**src/rtl/corr_peak_detect.sv**
```systemverilog
`default_nettype none
// ============================================================================
// Module   : corr_peak_detect
// Purpose  : Peak finder for the signed correlator stream. Arms when a valid
//            sample reaches the threshold, tracks the running maximum and
//            emits a one-cycle detect strobe with the peak value and its
//            sample position once HOLD valid samples pass without a new
//            maximum. A DEAD-sample hold-off then suppresses re-arming.
// Ports    : clk        - system clock, rising edge
//            rst        - asynchronous active-high reset
//            ena        - global clock enable (low = every register holds)
//            in         - signed 14-bit correlation sample
//            in_vld     - in carries a new sample this cycle
//            threshold  - signed arming threshold (used only while idle)
//            detect     - registered one-enabled-cycle peak strobe
//            peak       - peak value, updated only with detect
//            peak_pos   - sample position of the peak, updated with detect
//            busy       - high while tracking or in hold-off
// Revision : 1.0 - initial release
// ============================================================================
module corr_peak_detect #(
  parameter int HOLD = 4,
  parameter int DEAD = 8,
  parameter int CW   = 16
) (
  input  logic                clk,
  input  logic                rst,
  input  logic                ena,
  input  logic signed [13:0]  in,
  input  logic                in_vld,
  input  logic signed [13:0]  threshold,
  output logic                detect,
  output logic signed [13:0]  peak,
  output logic [CW-1:0]       peak_pos,
  output logic                busy
);

  localparam logic [1:0] S_IDLE    = 2'd0;
  localparam logic [1:0] S_TRACK   = 2'd1;
  localparam logic [1:0] S_HOLDOFF = 2'd2;

  localparam logic [7:0] HOLD_C    = 8'(HOLD);
  localparam logic [7:0] DEAD_C    = 8'(DEAD);
  localparam logic       DEAD_ZERO = (DEAD == 0);

  logic [1:0]         state;
  logic [CW-1:0]      pos;
  logic signed [13:0] max_val;
  logic [CW-1:0]      max_pos;
  logic [7:0]         hold_cnt;
  logic [7:0]         dead_cnt;

  // Counters never exceed their limits (<= 255), so 8-bit increments
  // cannot wrap before the equality compare.
  logic [7:0] hold_nxt;
  logic [7:0] dead_nxt;

  assign hold_nxt = hold_cnt + 8'd1;
  assign dead_nxt = dead_cnt + 8'd1;
  assign busy     = (state != S_IDLE);

  always_ff @(posedge clk or posedge rst) begin
    if (rst) begin
      state    <= S_IDLE;
      pos      <= '0;
      max_val  <= '0;
      max_pos  <= '0;
      hold_cnt <= '0;
      dead_cnt <= '0;
      detect   <= 1'b0;
      peak     <= '0;
      peak_pos <= '0;
    end else if (ena) begin
      // Strobe lasts exactly one enabled cycle; set again below if needed.
      detect <= 1'b0;
      if (in_vld) begin
        pos <= pos + CW'(1);
        case (state)
          S_IDLE: begin
            if (in >= threshold) begin
              max_val  <= in;
              max_pos  <= pos;
              hold_cnt <= '0;
              state    <= S_TRACK;
            end
          end
          S_TRACK: begin
            // Strictly greater: on ties the earliest sample keeps the peak.
            if (in > max_val) begin
              max_val  <= in;
              max_pos  <= pos;
              hold_cnt <= '0;
            end else begin
              hold_cnt <= hold_nxt;
              if (hold_nxt == HOLD_C) begin
                detect   <= 1'b1;
                peak     <= max_val;
                peak_pos <= max_pos;
                dead_cnt <= '0;
                state    <= DEAD_ZERO ? S_IDLE : S_HOLDOFF;
              end
            end
          end
          S_HOLDOFF: begin
            // Sample values are ignored here, only counted.
            dead_cnt <= dead_nxt;
            if (dead_nxt == DEAD_C) begin
              state <= S_IDLE;
            end
          end
          default: state <= S_IDLE;
        endcase
      end
    end
  end

endmodule
`default_nettype wire

```
**config.mk**
```make
export PLATFORM = sky130hd
export DESIGN_NAME = corr_peak_detect
export DESIGN_NICKNAME = d
export VERILOG_FILES = /design/src/rtl/corr_peak_detect.sv
export SDC_FILE = /design/constraint.sdc
export NUM_CORES = 1
export LEC_CHECK = 0
export ABC_AREA = 1
export CAP_MARGIN = 40
export CORE_UTILIZATION = 60
export CTS_BUF_LIST = sky130_fd_sc_hd__clkbuf_8
export DETAILED_ROUTE_END_ITERATION = 12
export PLACE_DENSITY = 0.84
export SETUP_SLACK_MARGIN = 0.2
export SLEW_MARGIN = 20
export SYNTH_ARGS = -nofsm -noshare
export SYNTH_HDL_FRONTEND = slang
export SYNTH_SLANG_ARGS = --single-unit
```
**constraint.sdc**
```tcl
create_clock -name clk -period 6.7 [get_ports clk]
set_input_delay 0.67 -clock clk [delete_from_list [all_inputs] [get_ports clk]]
set_output_delay 0.67 -clock clk [all_outputs]
set_load 0.05 [all_outputs]
```
## After elaboration in Yosys (flattened, before gate mapping)

Cells that the tools add are included.

- Bits of input ports: 32
- Word-level logic and storage cells: 55
- Register bits: 95
- Output and inout bits: 32

- Bitwise gates (word level): 1
- $lt $le $gt $ge: 2
- Mux-type cells: 21
- Add/sub/neg operators: 3
- Reduce and logical (&&, ||, !) cells: 10
- Eq/ne operators: 9

Operators with widths:

| kind | number |
|---|---|
| $mux 16 | 2 |
| $mux 8 | 4 |
| $pmux 16 s2 | 1 |
| $pmux 8 s2 | 2 |
| $mux 14 | 2 |
| $pmux 14 s2 | 1 |
| $add 16x1->16 const B | 1 |
| $add 8x1->8 const B | 2 |
| $reduce_and 5->1 | 3 |
| $ge 14x14->1 | 1 |
| $gt 14x14->1 | 1 |
| $ne 2x2->1 const B | 5 |
| $eq 8x3->1 const B | 1 |
| $eq 8x4->1 const B | 1 |
| $mux 2 | 4 |
| $pmux 2 s3 | 1 |
| $reduce_and 6->1 | 1 |
| $reduce_bool 2->1 | 3 |
| $mux 1 | 4 |
| $reduce_and 4->1 | 1 |
| $eq 2x1->1 const B | 1 |
| $eq 2x2->1 const B | 1 |
| $logic_not 2->1 | 1 |
| $reduce_and 2->1 | 1 |
| $not 1->1 | 1 |

## Longest topological paths before layout

- Word-level depth: 6
- Depth in mapped cells: 17
- Gate-level depth less buffers: 16

## Least setup slack after synthesis

No wires, ideal clock.

- Path kind: input port to flip-flop
- From: input in[9]
- To: register max_val[0]
- Library setup time: 0.116 ns
- Stages: 12
- Arrival: 2.178 ns
- Required time: 6.584 ns
- Path slack: 4.405 ns
- Buffers on the path: 1
- Path through: ha_1 -> a21oi_1 -> nand3_1 -> a21oi_1 -> nand2_1 -> nand2_1 -> nand3_2 -> nand2_1 -> nand2_1 -> buf_2 -> nand2_1 -> nand2_1

- Word-level cells in the longest chain between the ends: 3
- Elaborated cells on any way between the ends: 5
- Those cells by class: order compare (2); eq/ne (2); reduce/logical (1)

Ends and longest elaborated chain:

| what | RTL line | RTL |
|---|---|---|
| start, declared | 29 | `input logic signed [13:0] in,` |
| $gt 14x14->1 or $ge 14x14->1 (tied branches) | 89, 80 |  |
| $ne 2x2->1 (no source line) | n/a |  |
| $reduce_and 5->1 (no source line) (*) | n/a |  |
| end signal, assigned | 81 | `max_val <= in;` |
| end signal, assigned | 90 | `max_val <= in;` |
| end, declared | 48 | `logic signed [13:0] max_val;` |

Mark *: on every way between the ends. The rest lies on a longest branch, timed or not.
A chain may end at the register's enable or synchronous reset.

## Final worst setup path

- From: input in[13]
- To: register max_val[3]

Same word-level chain as after synthesis.

==> results.md <==
* Max VDD drop at 0.216 mV
* FF+latch count, synth at 95
* Die area at 8830 um^2
* Via count at 4213
* Cell area after synthesis at 5080 um^2
* Total congestion overflow at 0
* Final wirelength at 10700 um
* Tmin final at 3.59 ns
* Req. time, crit path at 6.96 ns
* Warnings from Yosys at 0
* Int Pwr at 1.02 mW
* Commonest cells in the netlist: nand2_1 (207), dfrtp_1 (95), nand3_1 (80)
* N_diodes at 0
* # H-tree levels at 3
* Worst Setup Start Kind: input pin
* Met1 GRT Util at 35.5%
* Place WS at 2.77 ns
* Sequential fraction of the synthesis area at 46.8%
* Count leader, synth: nand2_1
* Starting density of the core at 61.8%
* Share of layout cells above drive strength 1 at 8.47%
* Setup_tns at 0 ns
* Worst Hold Class: register to register
* Max Fclk at 278 MHz
* CTS tree: yes
* Worst slew pin tran at 0.739 ns
* Cells on worst reg2reg path at 12
* Unique masters post-synth at 29
* Num ports at 64
* Clock skew at 0.0145 ns
* Max-cap viol count at 0
* CTS sink cnt at 95
* Hold_buf cts at 0
* Reg power frac at 44.5%
* Area Growth Syn to Fin at 18.3%
* PostCTS Resize Cnt at 0
* Status: complete, no violations
* Number of vias per cell at 5.33
* Clock power share at 21.1%
* Initial antenna violation count at 0
* Clk slew on worst S/H paths at 0.09 ns
* Final setup fails at 0
* DR WL/cell at 13.6 um
* Cts bufs inserted at 9
* Starting DRC count in detailed routing at 202
* Met3 Use GR at 3.88%
* M2 GR Usage at 43.9%
* Post-synth EDFFs at 0
* Post-Syn Nets at 681
* Critical Path AT at 3.86 ns
* Cells after synthesis at 617
* Post-synth top flop: dfrtp_1
* GRT busiest layer: met2
* Mapped Avg Cell Area at 8.23 um^2
* Sw frac at 41.0%
* Ys async rst share at 100%
* Hpwl dp at 7990 um
* CP max FO at 25
* Endpoint class of the critical path: register
* Total track usage at 26.5%
* Clock Tree Root: clkbuf_8
* Lkg Pwr at 3.12 nW
* Min-Delay Path Depth at 2
* DRC Markers at 0
* Final Net Count at 744
* Post-synth top area share at 46.8%
* GPL Wtd Cong at 0.831
* Vias in the first global route at 3903
* First-pass GRT wire length at 18100 um
* Num rows at 33
* Largest net degree at the start of global routing at 50
* Max Root-Sink Buffers at 2
* RSZ-0062 raised after global routing: no
* Core ar. at 8220 um^2
* Antenna Nets Post-Route at 0
* Layout fillers at 602
* Final worst setup slack at 3.11 ns
* Final Hold Vio Count at 0
* Die width at 94.0 um
* Relative slew margins at 50.6%
* Top cells by area, synth: dfrtp_1 (47%), nand2_1 (15%), ha_1 (7.9%)
* Layout Utilization at 73.1%
* Gate power share at 34.3%
* Largest area contributor in the netlist: dfrtp_1
* Switching power at 0.709 mW
* Tcrit/Tclk final at 53.7%
* Clock latency on the worst-skew pair at 0.38 ns
* TritonRoute pass-1 iters at 5
* Buffers on Ports at 63
* Final slew viol count at 0
* Power Density at 288 nW/um^2
* CP Class: input pin to register
* Die Ht at 94.0 um
* Post-CTS setup buffers at 0
-- state kept, by name (all words and copies together), names as in the netlist --
register and flops:
dead_cnt 8, detect 1, hold_cnt 8, max_pos 16, max_val 14, peak 14
peak_pos 16, pos 16, state 2
-- cell usage in the layout, fill, tap and decap left out, types with 5 or more instances in the layout --
cell	count
nand2_1	207
dfrtp_1	95
nand3_1	80
clkdlybuf4s50_1	63
inv_1	61
ha_1	32
nor2_1	30
a21oi_1	14
o21ai_2	13
nand4_1	10
xnor2_1	10
nand2_2	9
clkbuf_8	9
xor2_1	6
inv_2	5
o21ai_0	5
-- metal layers --
metal | vias to the layer above | wire length [um]
met1 | 1975 | 4770
met3 | 16 | 495
met4 | 0 | 165
met5 | - | 0
met2 | 116 | 5300
li1 | 2106 | -
-- cell type report --
class	instances	area, um^2	share of cell area, %
sequential	95	2380	39.6
clock buffer	9	124	2.06
multi-input combinational	439	2340	39.0
inverter	67	253	4.21
timing repair buffer	68	716	11.9
tap	105	131	2.19
clock inverter	7	61.3	1.02
-- critical path: stages --
cell and delay, ns:
clkdlybuf4s50_1 0.47, ha_1 0.37, nand2_1 0.10, nor3_1 0.32, nand2_1 0.13, nand3_1 0.13
nand3_2 0.36, nand2_1 0.57, nand2_1 0.34, buf_16 0.26, nand2_1 0.08, nand2_1 0.06
-- through the flow --
step                      total power, mW  hold WS [ns]  area [um^2]  instances
after detailed placement             1.37         0.459         5820        774
after global placement               1.31         0.454         5750        771
after global routing                 1.86         0.503         6000        790
final                                1.73         0.480         6000        790
after floorplan                      1.19         0.442         5080        617
after CTS                            1.74         0.483         6000        790
-- power groups by stage --
stage	combinational [mW]	clock [mW]	sequential, mW
after detailed placement	0.594	0	0.779
after global routing	0.675	0.397	0.787
final	0.594	0.366	0.771
after global placement	0.539	0	0.773
after floorplan	0.394	0	0.794
after CTS	0.596	0.372	0.769
-- logic make-up (layout without fill, tap and decap cells) --
logic type	Yosys count	after routing	share of synthesized area (%)
buffers and inverters	83	151	7.10
flip-flops	95	95	46.8
AO/OA/AOI/OAI	38	38	4.81
XOR/XNOR	16	16	2.76
adder cells (fa/ha/maj)	32	32	7.89
AND/OR/NAND/NOR	353	353	30.6
-- worst paths after layout --
| check | start | endpoint | slack, ns |
|---|---|---|---|
| worst max register to register | max_val[9]$_DFFE_PP0P_ | max_val[3]$_DFFE_PP0P_ | 3.47 |
| worst min register to register | max_val[11]$_DFFE_PP0P_ | max_val[11]$_DFFE_PP0P_ | 0.48 |
| worst max-delay path | in[13] | max_val[3]$_DFFE_PP0P_ | 3.11 |
| worst min-delay path | max_val[11]$_DFFE_PP0P_ | max_val[11]$_DFFE_PP0P_ | 0.48 |
| min in group asynchronous | rst | peak_pos[1]$_DFFE_PP0P_ | 0.61 |
| max in group asynchronous | rst | max_val[5]$_DFFE_PP0P_ | 5.12 |
No activity file was read; power rests on OpenSTA's default activity.
